`src/rtl/ps2_scancode_sequencer.sv`:
```
// PS/2 keyboard receiver: synchronises the raw lines, frames 11-bit packets,
// strips E0/F0 prefixes and queues key events behind a valid/ready FIFO.
module ps2_scancode_sequencer #(
  parameter int unsigned FIFO_DEPTH     = 4,
  parameter int unsigned TIMEOUT_CYCLES = 2000,
  parameter int unsigned SYNC_STAGES    = 2
) (
  input  logic       clk,
  input  logic       reset,
  input  logic       ps2_clk,
  input  logic       ps2_data,
  output logic       evt_valid,
  input  logic       evt_ready,
  output logic [7:0] evt_code,
  output logic       evt_extended,
  output logic       evt_release,
  output logic       frame_err,
  output logic       overflow
);

  localparam int unsigned PTR_W = (FIFO_DEPTH > 1) ? $clog2(FIFO_DEPTH) : 1;
  localparam int unsigned CNT_W = $clog2(FIFO_DEPTH + 1);
  localparam int unsigned TMO_W = (TIMEOUT_CYCLES > 1) ? $clog2(TIMEOUT_CYCLES) : 1;
  localparam int unsigned EVT_W = 10;

  typedef enum logic [1:0] {F_IDLE, F_DATA, F_PARITY, F_STOP} frame_state_e;
  typedef enum logic [1:0] {D_BASE, D_EXT, D_REL, D_EXT_REL} dec_state_e;

  logic [SYNC_STAGES-1:0] clk_sync_q, clk_sync_d, data_sync_q, data_sync_d;
  logic                   prev_clk_q, prev_clk_d;
  frame_state_e           fstate_q, fstate_d;
  logic [2:0]             bit_cnt_q, bit_cnt_d;
  logic [7:0]             shift_q, shift_d;
  logic                   par_ok_q, par_ok_d;
  logic [TMO_W-1:0]       tmo_q, tmo_d;
  logic                   byte_done_q, byte_done_d;
  dec_state_e             dstate_q, dstate_d;
  logic                   push_q, push_d;
  logic [EVT_W-1:0]       ev_q, ev_d;
  logic                   frame_err_q, frame_err_d;
  logic                   ovf_q, ovf_d;
  logic [PTR_W-1:0]       wr_ptr_q, wr_ptr_d, rd_ptr_q, rd_ptr_d;
  logic [CNT_W-1:0]       count_q, count_d;
  logic [EVT_W-1:0]       mem_q [FIFO_DEPTH];
  logic                   clk_s, data_s, fall, ferr, derr, pop, wr_en;

  assign clk_s = clk_sync_q[SYNC_STAGES-1];
  assign data_s = data_sync_q[SYNC_STAGES-1];
  assign fall = prev_clk_q & ~clk_s;

  // Frame FSM: start/data/parity/stop with inter-edge timeout
  always_comb begin
    clk_sync_d  = {clk_sync_q[SYNC_STAGES-2:0], ps2_clk};
    data_sync_d = {data_sync_q[SYNC_STAGES-2:0], ps2_data};
    prev_clk_d  = clk_s;
    fstate_d    = fstate_q;
    bit_cnt_d   = bit_cnt_q;
    shift_d     = shift_q;
    par_ok_d    = par_ok_q;
    tmo_d       = tmo_q;
    byte_done_d = 1'b0;
    ferr        = 1'b0;
    if (fall) begin
      tmo_d = '0;
    end else if (fstate_q != F_IDLE) begin
      tmo_d = tmo_q + TMO_W'(1);
    end
    if (fstate_q != F_IDLE && !fall && tmo_q == TMO_W'(TIMEOUT_CYCLES - 1)) begin
      fstate_d = F_IDLE;
      tmo_d    = '0;
      ferr     = 1'b1;
    end else if (fall) begin
      case (fstate_q)
        F_IDLE: if (!data_s) begin
          fstate_d  = F_DATA;
          bit_cnt_d = '0;
        end
        F_DATA: begin
          shift_d   = {data_s, shift_q[7:1]};
          bit_cnt_d = bit_cnt_q + 3'd1;
          if (bit_cnt_q == 3'd7) fstate_d = F_PARITY;
        end
        F_PARITY: begin
          par_ok_d = ^{shift_q, data_s};
          fstate_d = F_STOP;
        end
        default: begin
          if (par_ok_q && data_s) byte_done_d = 1'b1;
          else                    ferr = 1'b1;
          fstate_d = F_IDLE;
        end
      endcase
    end
  end

  // Prefix decoder: E0 marks extended, F0 marks release
  always_comb begin
    dstate_d = dstate_q;
    push_d   = 1'b0;
    ev_d     = ev_q;
    derr     = 1'b0;
    if (ferr) begin
      dstate_d = D_BASE;
    end else if (byte_done_q) begin
      case (dstate_q)
        D_BASE: begin
          if (shift_q == 8'hE0)      dstate_d = D_EXT;
          else if (shift_q == 8'hF0) dstate_d = D_REL;
          else begin push_d = 1'b1; ev_d = {shift_q, 2'b00}; end
        end
        D_EXT: begin
          if (shift_q == 8'hF0)      dstate_d = D_EXT_REL;
          else if (shift_q == 8'hE0) derr = 1'b1;
          else begin push_d = 1'b1; ev_d = {shift_q, 2'b10}; dstate_d = D_BASE; end
        end
        default: begin
          dstate_d = D_BASE;
          if (shift_q == 8'hE0 || shift_q == 8'hF0) derr = 1'b1;
          else begin
            push_d = 1'b1;
            ev_d   = {shift_q, (dstate_q == D_EXT_REL), 1'b1};
          end
        end
      endcase
    end
    frame_err_d = ferr | derr;
  end

  // Event FIFO; a push into a full FIFO only succeeds if the head pops
  always_comb begin
    pop      = (count_q != '0) && evt_ready;
    wr_en    = push_q && ((count_q != CNT_W'(FIFO_DEPTH)) || pop);
    ovf_d    = ovf_q | (push_q & ~wr_en);
    wr_ptr_d = wr_en ? wr_ptr_q + PTR_W'(1) : wr_ptr_q;
    rd_ptr_d = pop ? rd_ptr_q + PTR_W'(1) : rd_ptr_q;
    count_d  = count_q + CNT_W'(wr_en) - CNT_W'(pop);
  end

  always_ff @(posedge clk) begin
    if (reset) begin
      clk_sync_q  <= '1;
      data_sync_q <= '1;
      prev_clk_q  <= 1'b1;
      fstate_q    <= F_IDLE;
      bit_cnt_q   <= '0;
      shift_q     <= '0;
      par_ok_q    <= 1'b0;
      tmo_q       <= '0;
      byte_done_q <= 1'b0;
      dstate_q    <= D_BASE;
      push_q      <= 1'b0;
      ev_q        <= '0;
      frame_err_q <= 1'b0;
      ovf_q       <= 1'b0;
      wr_ptr_q    <= '0;
      rd_ptr_q    <= '0;
      count_q     <= '0;
    end else begin
      clk_sync_q  <= clk_sync_d;
      data_sync_q <= data_sync_d;
      prev_clk_q  <= prev_clk_d;
      fstate_q    <= fstate_d;
      bit_cnt_q   <= bit_cnt_d;
      shift_q     <= shift_d;
      par_ok_q    <= par_ok_d;
      tmo_q       <= tmo_d;
      byte_done_q <= byte_done_d;
      dstate_q    <= dstate_d;
      push_q      <= push_d;
      ev_q        <= ev_d;
      frame_err_q <= frame_err_d;
      ovf_q       <= ovf_d;
      wr_ptr_q    <= wr_ptr_d;
      rd_ptr_q    <= rd_ptr_d;
      count_q     <= count_d;
    end
  end

  always_ff @(posedge clk) begin
    if (wr_en) mem_q[wr_ptr_q] <= ev_q;
  end

  // Head fields read as zero while the FIFO is empty
  assign evt_valid    = (count_q != '0);
  assign evt_code     = evt_valid ? mem_q[rd_ptr_q][9:2] : 8'h00;
  assign evt_extended = evt_valid & mem_q[rd_ptr_q][1];
  assign evt_release  = evt_valid & mem_q[rd_ptr_q][0];
  assign frame_err    = frame_err_q;
  assign overflow     = ovf_q;

endmodule

```
`config.mk`:
```
export PLATFORM = sky130hd
export DESIGN_NAME = ps2_scancode_sequencer
export DESIGN_NICKNAME = d
export VERILOG_FILES = /design/src/rtl/ps2_scancode_sequencer.sv
export SDC_FILE = /design/constraint.sdc
export NUM_CORES = 1
export LEC_CHECK = 0
export ABC_CLOCK_PERIOD_IN_PS = 5290
export CAP_MARGIN = 0
export CORE_MARGIN = 5
export CORE_UTILIZATION = 30
export CTS_CLUSTER_DIAMETER = 200
export DETAILED_ROUTE_END_ITERATION = 6
export GPL_TIMING_DRIVEN = 1
export REMOVE_ABC_BUFFERS = 1
export SETUP_SLACK_MARGIN = 0.1
export SYNTH_ARGS = -nofsm -noshare
export SYNTH_HDL_FRONTEND = slang
export SYNTH_SLANG_ARGS = --single-unit
```
`constraint.sdc`:
```
create_clock -name clk -period 5.29 [get_ports clk]
set_clock_uncertainty 0.1 [all_clocks]
set_input_delay 1.3225 -clock clk [delete_from_list [all_inputs] [get_ports clk]]
set_output_delay 1.3225 -clock clk [all_outputs]
set_load 0.02 [all_outputs]
```
Yosys cells after proc, flatten, opt, wreduce, memory -nomap -nowiden
Memories as Yosys holds them, arrays and structs flattened. A register that Yosys moved wholly into a read port is not among the register bits.
Cells that the tools add are included.
{"block": "op_classes", "addsub": 6, "bitwise_logic": 12, "reduce_logical": 26, "muxes": 38, "eq_ne": 18}
{"cell": "10-bit two-way mux", "n": 5}
{"cell": "10-bit case mux with 2 select lines", "n": 1}
{"cell": "1-bit two-way mux", "n": 17}
{"cell": "8-bit equality test, second input constant", "n": 2}
{"cell": "2-bit two-way mux", "n": 8}
{"cell": "2-bit != test, second input constant", "n": 6}
{"cell": "3-bit AND reduction", "n": 4}
{"cell": "11-bit by 1-bit adder with 11-bit output, second input constant", "n": 1}
{"cell": "11-bit equality test, second input constant", "n": 1}
{"cell": "3-bit != test, second input constant", "n": 3}
{"cell": "3-bit OR reduction", "n": 3}
{"cell": "9-bit XOR reduction", "n": 1}
{"cell": "8-bit two-way mux", "n": 1}
{"cell": "7-bit AND reduction", "n": 1}
{"cell": "1-bit inverter", "n": 6}
{"cell": "2-bit case mux with 3 select lines", "n": 1}
{"cell": "3-bit case mux with 2 select lines", "n": 1}
{"cell": "6-bit OR reduction", "n": 1}
{"cell": "1-bit logical AND", "n": 5}
{"cell": "2-bit by 1-bit adder with 2-bit output, second input constant", "n": 2}
{"cell": "1-bit AND", "n": 4}
{"cell": "2-bit by 1-bit equality test with 1-bit output, second input constant", "n": 2}
{"cell": "2-bit equality test, second input constant", "n": 2}
{"cell": "2-bit logical NOT", "n": 2}
{"cell": "other kinds (15)", "n": 20}
{"block": "word_totals", "mem_bits_rw": 40, "mem_count": 1, "inputBits": 5, "wordCells": 118, "reg_bits": 53}
{"name": "mem_q", "words": 4, "word_bits": 10, "read_ports": 1, "rd_clocked_by_memory_dff": 1, "wr": 1, "line": "44", "text": "logic [EVT_W-1:0] mem_q [FIFO_DEPTH];"}

Logic depth before layout (Yosys ltp)
Gate-level depths: netlist (run 1).
{"block": "depth", "depth_word": 8, "depth_mapped": 12, "ltp_nobuf": 11}

Least setup slack after synthesis (run 1)
No wires, ideal clock.
{"block": "synth_path", "kind": "input to register", "start": "in evt_ready", "end": "reg count_q[2]", "t_arrival_ns": 3.043, "setup_time_ns": 0.128, "t_required_ns": 5.062, "cell_stages": 12, "setup_slack_ns": 2.020, "path_cell_list": "nor4b_1 nor2b_1 clkbuf_1 inv_1 ha_1 inv_1 ha_1 inv_1 fa_1 xor2_1 xnor2_1 nor2_1"}
{"block": "synth_via", "elab_chain_cells": 5}
{"item": "start: declaration", "line": "13", "text": "input logic evt_ready,"}
{"item": "1-bit logical AND *", "line": "131", "text": "pop = (count_q != '0) && evt_ready;"}
{"item": "1-bit logical OR", "line": "132", "text": "wr_en = push_q && ((count_q != CNT_W'(FIFO_DEPTH)) || pop);"}
{"item": "1-bit logical AND", "line": "132"}
{"item": "3-bit by 1-bit adder with 3-bit output", "line": "136", "text": "count_d = count_q + CNT_W'(wr_en) - CNT_W'(pop);"}
{"item": "3-bit by 1-bit subtractor with 3-bit output *", "line": "136"}
{"item": "end signal: assignment", "line": "175", "text": "count_q <= count_d;"}
{"item": "end: declaration", "line": "43", "text": "logic [CNT_W-1:0] count_q, count_d;"}
Every way passes the cells marked *; elsewhere a longest branch is shown, timed or not.
A chain may end at the register's enable or synchronous reset.

==> results.md, run 1 <==
- The run finished with clean final reports.
- The worst-path cell with the longest stage delay is sky130_fd_sc_hd__dfxtp_1.
- The worst hold path terminates at clk_sync_q[1].
- The number of hold buffers added after cts is 0.
- Summed over all layers, the routed wires come to 6320 µm.
- The Yosys step of the flow raised 0 warnings.
- Setup violations remaining at the end of the flow were counted as 0.
- Entering global routing, the biggest net connects 42 pins.
- The post-synthesis cell area is between 3000 and 4000 µm².
- The number of remaining DRC errors is 0.
- STA classifies the critical path startpoint as a flip-flop.
- Dividing total power by cell area gives a power density of around 380 nW/µm².
- Grouping stages by cell kind, the critical path spends the most delay in flip-flops.
- After synthesis, the mean cell area works out to between 10 and 15 µm².
- The number of top-level pins is 18.
- The slew at the pin closest to its max-slew limit is slightly below 0.7 ns.
- The first global-routing pass estimated ~11000 µm of wire.
- The number of buffers and inverters on the critical path is 1.
- Of all nets on the critical path, the largest fanout is 10.
- Of the cells placed in the final design, the portion with a size suffix greater than 1 is roughly 11%.
- The arrival time at the worst endpoint is roughly 2.4 ns.
- The initial utilization of the core area, before any placement, comes to 30.4%.
- After legalization and detailed placement, the total HPWL measured 4320 µm.
- The worst setup path is captured at an output port.
- The number of global-route vias before repair is about 2.2k.
- Traced cell by cell, the critical path runs through mux4_2 > and2_1 > clkdlybuf4s50_1.
- The switching power summed over all nets is approximately 0.45 mW.
- The core region is ~13000 µm².
- The number of antenna diodes in the final layout is 0.
- In this run, distinct cell masters in the synthesized netlist total 41.
- Clock tree synthesis selected as its root buffer the cell sky130_fd_sc_hd__clkbuf_16.
- The switching power share of the total is about 26%.
- The part of the power in combinational logic is between 10% and 20%.
- The normalized max-slew margin is a little over half.
- The reg-to-reg endpoint is count_q[2].
- Setup repair after global routing left no endpoint under its margin.
- The floorplan has 42 rows.
- The worst hold path belongs to the class flip-flop to flip-flop.
- The number of synthesized register bits is 95.
- In this design, the stage delay of the slowest critical-path cell is 0.77 ns.
- In the final timing run, aggregate negative setup slack is 0 ns.
- Across the run, the number of max-cap violations was 0.
- The insertion delay of the later-clocked pin in the worst-skew pair is 0.34 ns.
- The remaining global-route overflow is 0.
- The initial antenna violation count is 0.
- The max-slew violation count is 0.
- After the first detailed-routing iteration, the DRC count stood at about 120.
- The detailed router placed ~2.2k vias in this run.
- The number of sinks driven by the clock tree is 95.
- The share of the cycle needed by the critical path after routing is slightly above 70%.
- The cell count after synthesis came out at ~320.
- The die area is about 16000 µm².
- After clock tree synthesis, the repair step resized 0 gates.
- The H-tree was split into 3 levels.
- The top cell types in the final layout, fill and taps aside, are sky130_fd_sc_hd__dfxtp_1, sky130_fd_sc_hd__edfxtp_1, sky130_fd_sc_hd__nor2_1, sky130_fd_sc_hd__nand2b_1, sky130_fd_sc_hd__mux2i_1.
- The power share of the clock group is a little under two fifths.
- Data on the critical path is required at its endpoint by about 3.9 ns.
- The first-pass iteration count of the detailed router is 4.
- Clock tree synthesis inserted a total of 9 buffers.
- The leakage power is approximately 1.7 nW.
- The final hold violation count was 0.
- The detail-routed via count per cell is between 4 and 5.
- The total area of sequential cells is 2300 µm².
- The peak clock frequency supported by timing is about 260 MHz.
- The sequential cell area fraction in the yosys report is 57.6%.
- By startpoint and endpoint, the worst setup path is classified as flip-flop to output port.
- The worst hold path depth is 1.
- The detail route stage leaves a number of antenna-violating nets equal to 0.
- In this run the tool buffered the top-level ports with 17 buffer cells.
- The highest ir drop seen on vdd is roughly 170 µV.
- For the finished layout, the period the worst path requires is roughly 3.8 ns.
- For flop-to-flop paths, the worst setup slack is ~2.7 ns.
- The multi-input combinational cells in the finished layout cover a total of 1600 µm².
- The vertical die dimension is ~130 µm.
- The clock passes through at most 2 buffers.
- The worst min-delay path startpoint is clk_sync_q[0].
- The area growth from synthesis to layout is 16.4%.
- The die is ~130 µm wide.
- Leaving out fill and tap cells, the most frequent cell in the layout is sky130_fd_sc_hd__dfxtp_1.
- The final estimated routing congestion in global placement is between 0.6 and 0.7.
- The overall power is between 1.5 and 2 mW.
- TritonCTS built the clock tree.
- The final-layout fill cell count is 1274.
- The internal power of the cells is 1.31 mW.
- The register share of total power is between 40% and 50%.
- The worst register-to-register path begins at count_q[1].
- Global routing used 8.57% of the available tracks.
- The final routed wire length divided by cell count is between 10 and 15 µm.
- In this run the post-CTS setup repair buffer count came out at 0.
- The number of cells on the worst reg-to-reg path is 10.
- The total number of nets in the final design is 352.
- The post-CTS clock slew at the launch and capture registers of the worst setup and hold paths is approximately 0.070 ns.
## cell type report
class | instances | share of cell area, %
Clock buffer | 9 | 4.84
Clock inverter | 7 | 1.83
Sequential cell | 95 | 49.5
Inverter | 8 | 0.646
Tap cell | 176 | 4.73
Multi-Input combinational cell | 200 | 34.5
Timing Repair Buffer | 19 | 3.98
## cells in the mapped netlist, drive strengths merged
| cell type | n | area (µm²) |
|---|---|---|
| dfxtp | 55 | 1100 |
| edfxtp | 40 | 1200 |
| nor2 | 34 | 128 |
| nand2b | 24 | 150 |
| mux2i | 21 | 210 |
| and2 | 16 | 100 |
| ha | 13 | 163 |
| xnor2 | 11 | 96.3 |
| mux4 | 10 | 225 |
| nand2 | 9 | 33.8 |
| xor2 | 9 | 78.8 |
| inv | 8 | 30.0 |
| clkbuf | 7 | 26.3 |
| or2 | 6 | 37.5 |
| a21oi | 5 | 25.0 |
| buf | 5 | 32.5 |
| nor2b | 5 | 33.8 |
| nand3b | 4 | 30.0 |
| or3 | 4 | 25.0 |
| nand4 | 3 | 18.8 |
| nor3 | 3 | 15.0 |
| nor4b | 3 | 32.5 |
| a32oi | 2 | 17.5 |
| and3 | 2 | 12.5 |
| and4b | 2 | 20.0 |
| nand3 | 2 | 10.0 |
| nand4b | 2 | 17.5 |
| o211ai | 2 | 15.0 |
| a2111oi | 1 | 8.76 |
| a211oi | 1 | 7.51 |
| a21o | 1 | 7.51 |
| a311oi | 1 | 8.76 |
| fa | 1 | 20.0 |
| nor4 | 1 | 21.3 |
| or3b | 1 | 11.3 |
| xnor3 | 1 | 22.5 |
## per-layer routing
layer	part of all wire (%)	track usage (%)	vias to the layer above
li1	-	-	1139
met1	46	10.1	1060
met2	49	14.1	31
met3	4.0	3.20	7
met4	1.5	3.44	0
met5	0	0	-
## worst max path at each step
stage / startpoint / to / cells past startpoint
floorplan: evt_ready / count_q[2] / 11
global placement: evt_ready / count_q[2] / 12
detailed placement: evt_ready / count_q[2] / 12
CTS: flip-flop / evt_extended / 3
global route: flip-flop / evt_extended / 3
finish: flip-flop / evt_extended / 3
## kinds of logic after synthesis
group,Yosys count,synth area share (%)
flops,95,57.6
mux,31,10.9
buf+inv,20,2.22
fa+ha+maj,14,4.57
compound gates,13,2.26
simple gates,121,17.4
xor+xnor,21,4.95
## sequential cells by signal, indices dropped and copies added (netlist names), 3 cells and up, named ones only
register	cells
mem_q	40
ev_q	10
shift_q	8
bit_cnt_q	3
tmo_q	11
count_q	3
## power by group through the flow
stage | logic (mW) | clock network, mW | registers (mW)
final | 0.284 | 0.660 | 0.817
after detailed placement | 0.289 | 0 | 0.836
after global routing | 0.311 | 0.712 | 0.824
after global placement | 0.283 | 0 | 0.836
after floorplan | 0.186 | 0 | 0.824
after CTS | 0.291 | 0.683 | 0.820
## per-stage QoR
step | area, µm² | hold WS [ns] | cells | utilization, % | setup WS (ns)
after floorplan | 3940 | 0.289 | 303 | - | 2.09
after global placement | 4340 | 0.295 | 498 | 33.0 | 1.53
after detailed placement | 4340 | 0.299 | 498 | 33.0 | 1.40
after CTS | 4650 | 0.314 | 514 | 35.4 | 1.38
after global routing | 4650 | 0.327 | 514 | 35.4 | 1.34
final | 4650 | 0.311 | 514 | 35.4 | 1.46
(Power assumes the default switching activity.)
==> run 2, diff against run 1 <==
--- a/config.mk
+++ b/config.mk
@@ -5,7 +5,7 @@
 export SDC_FILE = /design/constraint.sdc
 export NUM_CORES = 1
 export LEC_CHECK = 0
-export ABC_CLOCK_PERIOD_IN_PS = 5290
+export ABC_CLOCK_PERIOD_IN_PS = 3100
 export CAP_MARGIN = 0
 export CORE_MARGIN = 5
 export CORE_UTILIZATION = 30
==> constraint.sdc (replaced) <==
create_clock -name clk -period 3.1 [get_ports clk]
set_clock_uncertainty 0.1 [all_clocks]
set_input_delay 0.775 -clock clk [delete_from_list [all_inputs] [get_ports clk]]
set_output_delay 0.775 -clock clk [all_outputs]
set_load 0.02 [all_outputs]
==> run 2 against run 1 <==
Effect of this change:
- cell area rose by 0.89%
- combinational power rose by 83%
- critical endpoint unchanged
- power rose by 69%
- critical path type unchanged
- core utilization grew 0.31 points
- routed wire length increased by 4.4%
- sequential share of layout area decreased by 0.44 points
- clock power grew 65%
- first-iteration DRC count down 7.3%
- final cell count grew 0.78%
==> results.md, run 2 (same netlist as run 1, synthesis figures left out) <==
- The critical path is of the flip-flop to output port type.
- The first-pass iteration count of the detailed router came to 4 (unchanged).
- The synthesis-to-finish area growth is 17.5%.
- The setup violation total in the final timing report is 0 (unchanged).
- The remaining global-route overflow came to 0 (unchanged).
- The highest ir drop seen on vdd was 308 µV (+80%).
- The leading cell type in the layout, fill and taps excluded is sky130_fd_sc_hd__dfxtp_1.
- The number of placement rows came to 42 (unchanged).
- STA classifies the critical path endpoint as an output port.
- The signal on the critical path passes through buf_6 > mux4_2 > and2_1 > clkdlybuf4s50_1.
- The number of top-level pins is 18 (unchanged).
- The type of the worst min-delay path is flip-flop to flip-flop.
- The count of H-tree levels built during CTS came to 3 (unchanged).
- The initial core utilization is 30.4% (unchanged).
- The instance area after placement is 4370 µm² (+0.69%).
- The slew at the pin closest to its max-slew limit is 0.527 ns (-0.167 ns).
- The clock buffer count from CTS is 9 (unchanged).
- The max-capacitance violation count came to 0 (unchanged).
- The normalized max-slew margin came to 64.9% (+11 points).
- Timing would allow up to approximately 340 MHz.
- The largest net degree at the start of global routing is 33 (-21%).
- The share of the cycle needed by the critical path after routing is between 90% and 100%.
- The total negative slack is 0 ns (unchanged).
- The flip-flop count of the largest register after layout is 40 (unchanged).
- The number of buffer cells added on primary ports came to 17 (unchanged).
- The longest individual stage delay on the worst path is 0.53 ns (-0.24 ns).
- The startpoint identified for the worst register-to-register timing path is count_q[1].
- The antenna violation net count after detailed routing was 0 (unchanged).
- The reg-to-reg endpoint is count_q[2].
- The global-route wire length before repair is 11300 µm (+4.1%).
- The number of buffers on the longest clock path came to 2 (unchanged).
- The half-perimeter wire length after detailed placement is 4490 µm (+3.9%).
- The cell count of the worst reg-to-reg path is 10 (unchanged).
- The number of remaining DRC errors came to 0 (unchanged).
- The ratio of cells with drive above 1 in the final layout is 12.0% (+0.75 points).
- The kind of cell with the highest combined delay along the critical path is buffers and inverters.
- Setup repair after global routing left no endpoint under its margin.
- The final estimated routing congestion in global placement was 0.696 (+1.0%).
- The worst slack after detailed placement is -0.0433 ns (-1.44 ns).
- The area of the core region is 13100 µm² (unchanged).
- The die area came to 15700 µm² (unchanged).
- The tree is rooted in a sky130_fd_sc_hd__clkbuf_16.
- The register with the most flip-flops is mem_q.
- The insertion delay of the later-clocked pin in the worst-skew pair is 0.34 ns (about the same).
- The number of sinks driven by the clock tree was 95 (unchanged).
- The finished layout cell area came to 4690 µm² (+0.89%).
- The flow ran to the end, and the final reports show no timing, DRC or antenna violations.
- The CTS tree is built.
- The width of the die came to 125 µm (unchanged).
- The setup slack of the worst register-to-register path is 0.53 ns (-2.13 ns).
- The routed design could run at a clock period as short as slightly below 3 ns.
- The total setup buffers inserted after CTS is 0 (unchanged).
- The number of hold buffers added after cts is 0 (unchanged).
- The max-slew violation count is 0 (unchanged).
- The post-CTS clock slew at the launch and capture registers of the worst setup and hold paths is 0.06 ns (about the same).
- The vertical die dimension is 125 µm (unchanged).
- The overall power came to 2.97 mW (+69%).
- For this design, the slowest cell found on the critical path is sky130_fd_sc_hd__clkdlybuf4s50_1.
- The largest registers in the layout are mem_q (40), tmo_q (11), ev_q (10).
- The number of global-route vias before repair is 2344 (+4.7%).
- The critical path ends at evt_extended.
- The power density over cell area came to 633 nW/µm² (+67%).
- The highest net fanout along the worst path is 10 (unchanged).
- The combined buffer and inverter count along the critical path is 2 (+1).
- The library cells used most frequently in the layout, excluding fill and tap cells, are sky130_fd_sc_hd__dfxtp_1, sky130_fd_sc_hd__edfxtp_1, sky130_fd_sc_hd__nor2_1, sky130_fd_sc_hd__nand2b_1, sky130_fd_sc_hd__mux2i_1.
- The final routed wire length divided by cell count was 12.7 µm (+3.5%).
- The number of design-rule violations left by the first detailed-router iteration was 114 (-7.3%).
- The final worst setup slack is 0.179 ns (-1.29 ns).
- The total stage count of the critical path is 4 (+1).
- The initial antenna violation count is 0 (unchanged).
- The kind of launch point of the worst setup path is a flip-flop.
- The total routed wirelength is 6590 µm (+4.4%).
- The arrival time at the worst endpoint is 2.05 ns (-0.35 ns).
- The aggregate global-route resource usage came to 8.88% (+0.31 points).
- The final hold violation count was 0 (unchanged).
- The number of inserted diodes came to 0 (unchanged).
- The detail-routed via count per cell is 4.36 (+0.20%).
- The number of vias in the routed layout is 2259 (+0.98%).
- The leakage power is 1.82 nW (+7.3%).
- The total number of nets in the final design is 356 (+1.1%).
- The required time of the critical path is 2.22 ns (-1.65 ns).
-- run 2: how the worst min path moves through the flow --
stage / start / to / slack [ns] / cells past startpoint
2_1_floorplan: clk_sync_q[0] / clk_sync_q[1] / 0.29 / 1
3_5_place_dp: data_sync_q[0] / data_sync_q[1] / 0.30 / 1
3_3_place_gp: data_sync_q[0] / data_sync_q[1] / 0.30 / 1
5_1_grt: data_sync_q[0] / data_sync_q[1] / 0.32 / 1
6_report: data_sync_q[0] / data_sync_q[1] / 0.31 / 1
4_1_cts: data_sync_q[0] / data_sync_q[1] / 0.31 / 1
-- run 2: timing repair --
action	CTS	global route
cloned	0	0
gates resized for setup	1	8
pin swaps	0	0
setup endpoints to repair	6	8
-- run 2: area by class of cell --
class | count | area (µm²)
Clock buffer | 9 | 225
Clock inverter | 7 | 72.6
Multi-Input combinational cell | 200 | 1600
Sequential cell | 95 | 2300
Inverter | 8 | 30.0
Timing Repair Buffer | 23 | 239
Tap cell | 176 | 220
Fill cell | 1299 | 8450
-- run 2: report_power, final --
part / leakage [nW] / internal [mW] / switching [mW] / total (mW)
Sequential: 0.856 / 1.33 / 0.0359 / 1.37
Combinational: 0.833 / 0.272 / 0.248 / 0.520
Clock: 0.132 / 0.624 / 0.463 / 1.09
Total: 1.82 / 2.23 / 0.747 / 2.97
-- run 2: metal layers --
layer	routed length, µm	part of all wire (%)	global-route usage [%]	vias to the layer above
li1	-	-	-	1148
met1	3120	47	10.8	1076
met2	3170	48	14.7	24
met3	201	3.0	2.86	11
met4	106	1.6	3.51	0
met5	0	0	0	-
-- run 2: worst reg2reg max path, delay by kind of cell, from the launching register on --
family                   cells  cell delay [ns]
buffers and inverters        2             0.09
adder cells (fa/ha/maj)      3             0.75
flip-flops                   1             0.36
AND/OR/NAND/NOR              3             0.86
XOR/XNOR                     2             0.30
-- run 2: through the flow --
step,hold WS (ns),utilization [%],cells
6_report,0.311,35.7,518
5_1_grt,0.319,35.7,518
4_1_cts,0.313,35.6,518
3_5_place_dp,0.297,33.3,502
3_3_place_gp,0.295,33.3,502
2_1_floorplan,0.289,-,303
==> run 3, diff against run 2 <==
--- a/config.mk
+++ b/config.mk
@@ -5,13 +5,12 @@
 export SDC_FILE = /design/constraint.sdc
 export NUM_CORES = 1
 export LEC_CHECK = 0
-export ABC_CLOCK_PERIOD_IN_PS = 3100
 export CAP_MARGIN = 0
 export CORE_MARGIN = 5
 export CORE_UTILIZATION = 30
 export CTS_CLUSTER_DIAMETER = 200
 export DETAILED_ROUTE_END_ITERATION = 6
-export GPL_TIMING_DRIVEN = 1
+export GPL_TIMING_DRIVEN = 0
 export REMOVE_ABC_BUFFERS = 1
 export SETUP_SLACK_MARGIN = 0.1
 export SYNTH_ARGS = -nofsm -noshare
==> run 3 against run 2 <==
Effect of this change:
- critical path depth shrank 1
- worst setup slack hardly changed
- first-iteration DRC count shrank 3.5%
- non-clock buffer count is 4 lower
- register-to-register slack worse by 0.08 ns
- hold slack got worse by 0.0011 ns
- global-route usage decreased by 0.44 points
- combinational power fell by 5.8%
- final cell count shrank 0.77%
- sequential cell count is the same
- critical endpoint is now evt_code[5]
- largest cell class unchanged
==> results.md, run 3 (same netlist as run 1, synthesis figures left out) <==
- The run finished with clean final reports.
- The overall power came to 2.93 mW (-1.6%).
- The final standard cell count with taps included and fillers excluded is 514 (-0.77%).
- The type of the worst min-delay path is flip-flop to flip-flop.
- The number of global-route vias before repair is 2347 (+0.13%).
- The final routed wire length divided by cell count is 12.1 µm (-4.9%).
- The max-capacitance violation count is 0 (unchanged).
- The remaining global-route overflow was 0 (unchanged).
- The slew at the pin closest to its max-slew limit was 0.763 ns (+0.236 ns).
- The initial core utilization came to 30.4% (unchanged).
- The time the worst path needs with I/O delays and setup is 2.92 ns (-0.0000870 ns).
- The share of the cycle needed by the critical path after routing was 94.2% (about the same).
- The synthesis-to-finish area growth is 16.3%.
- The part of the power in combinational logic is 16.7% (-0.8 points).
- The number of placement rows is 42 (unchanged).
- The ratio of cells with drive above 1 in the final layout is 12.1% (+0.14 points).
- The number of buffer cells added on primary ports is 17 (unchanged).
- The first-pass iteration count of the detailed router came to 4 (unchanged).
- The number of buffers on the longest clock path is 2 (unchanged).
- The type of the worst setup path is flip-flop to output port.
- The area of the core region was 13100 µm² (unchanged).
- The flip-flop count of the largest register after layout is 40 (unchanged).
- The arrival time at the worst endpoint was 2.05 ns (about the same).
- The worst setup path is launched from a flip-flop.
- The setup slack of the worst register-to-register path is 0.45 ns (-0.08 ns).
- The cell count after placement came to 497 (-1.0%).
- The final hold violation count is 0 (unchanged).
- The switching power share of the total came to 26.1% (+0.98 points).
- The normalized max-slew margin is 49.1% (-16 points).
- The critical path capture point type is an output port.
- The final worst hold slack is 0.310 ns (-0.00110 ns).
- The initial antenna violation count is 0 (unchanged).
- The largest net degree at the start of global routing is 53 (+61%).
- The total number of nets in the final design is 352 (-1.1%).
- The insertion delay of the later-clocked pin in the worst-skew pair is 0.33 ns (about the same).
- The core occupancy in the finished layout is 35.3% (-0.37 points).
- The required time of the critical path is 2.22 ns (about the same).
- The number of hold buffers added after cts is 0 (unchanged).
- The max-slew violation count is 0 (unchanged).
- The count of H-tree levels built during CTS is 3 (unchanged).
- The leakage power is 1.69 nW (-7.4%).
- The setup violation total in the final timing report is 0 (unchanged).
- The number of sinks driven by the clock tree is 95 (unchanged).
- The total routed wirelength is 6220 µm (-5.7%).
- The detail-routed via count per cell is 4.32 (-0.83%).
- The die area is 15700 µm² (unchanged).
- The power density over cell area is 630 nW/µm² (-0.53%).
- The final estimated routing congestion in global placement is 0.682 (-2.1%).
- The finished layout cell area is 4640 µm² (-1.0%).
- The highest ir drop seen on vdd was 251 µV (-19%).
- The instance area after placement is 4330 µm² (-0.97%).
- In the layout the commonest cells are sky130_fd_sc_hd__dfxtp_1, sky130_fd_sc_hd__edfxtp_1, sky130_fd_sc_hd__nor2_1, sky130_fd_sc_hd__nand2b_1, sky130_fd_sc_hd__mux2i_1.
- The peak clock frequency supported by timing was 342 MHz (about the same).
- The half-perimeter wire length after detailed placement came to 4220 µm (-6.1%).
- The width of the die is 125 µm (unchanged).
- The global-route wire length before repair came to 11100 µm (-1.9%).
- The register with the most flip-flops is mem_q.
- The vertical die dimension is 125 µm (unchanged).
- The switching power summed over all nets was 0.764 mW (+2.3%).
- The cell sitting at the root of the clock tree is a sky130_fd_sc_hd__clkbuf_16.
- The register share of total power came to 48.0% (+2.1 points).
- The library cell used most frequently in the layout, excluding fill and tap cells, is sky130_fd_sc_hd__dfxtp_1.
- In the final layout, the registers with the most flip-flops are mem_q (40), tmo_q (11), ev_q (10).
- The CTS tree is built.
- The aggregate global-route resource usage is 8.45% (-0.44 points).
- The clock buffer count from CTS is 9 (unchanged).
- The antenna violation net count after detailed routing came to 0 (unchanged).
- The post-CTS clock slew at the launch and capture registers of the worst setup and hold paths is 0.07 ns (about the same).
- Setup repair after global routing could not meet its margin everywhere.
- The power share of the clock group is 35.3% (-1.3 points).
- The total negative slack is 0 ns (unchanged).
- The number of remaining DRC errors is 0 (unchanged).
- The number of top-level pins is 18 (unchanged).
- The internal power of the cells is 2.16 mW (-2.9%).
- The worst slack after detailed placement was -0.328 ns (-0.285 ns).
- The number of vias in the routed layout was 2223 (-1.6%).
- The highest net fanout along the worst path came to 10 (unchanged).
- The final worst setup slack came to 0.179 ns (+0.0000870 ns).
- The number of inserted diodes came to 0 (unchanged).
- The number of design-rule violations left by the first detailed-router iteration was 110 (-3.5%).
[run 3: changes by cell type in the layout (fill, tap and decap cells not counted), sizes merged]
cell | previous run | this run
clkdlybuf4s50 | 9 | 15
clkbuf | 9 | 10
dlymetal6s2s | 8 | 1
inv | 9 | 12
buf | 6 | 3
clkinvlp | 4 | 2
clkinv | 1 | 0
bufinv | 1 | 0
[run 3: final timing paths]
check | startpoint | to | cells after the start
max | flip-flop | evt_code[5] | 3
min reg2reg | clk_sync_q[0] | clk_sync_q[1] | 1
max reg2reg | count_q[1] | count_q[2] | 10
min | clk_sync_q[0] | clk_sync_q[1] | 1
[run 3: final cells by class]
class,instances,area (µm²)
flip-flops and latches,95,2310
well taps,176,220
multi-input cells,200,1630
fillers,1277,8490
repair buffers,19,183
clock buffers,10,229
clock inverters,6,50.0
inverters,8,30.0
[run 3: what timing repair did]
item,4_1_cts,5_1_grt
resized for setup,4,3
endpoints found under the setup margin,11,4
endpoints found under the hold margin,0,0
pin swaps,0,1
setup buffers,0,1
[run 3: routing by layer]
metal	wire length [µm]	global-route usage (%)
met3	183	2.35
met4	38	2.68
met1	2950	9.95
met5	0	0
met2	3050	14.9
[run 3: critical path, stage by stage, from the launching register on]
cell                              delay [ns]
sky130_fd_sc_hd__dfxtp_4                0.47
sky130_fd_sc_hd__mux4_2                 0.53
sky130_fd_sc_hd__and2_1                 0.17
sky130_fd_sc_hd__clkdlybuf4s50_1        0.53
[run 3: power groups by stage]
stage	Sequential (mW)	Combinational (mW)	Clock [mW]
2_1_floorplan	1.41	0.318	0
3_3_place_gp	1.43	0.484	0
3_5_place_dp	1.43	0.490	0
4_1_cts	1.40	0.492	1.07
5_1_grt	1.42	0.535	1.12
6_report	1.40	0.490	1.03
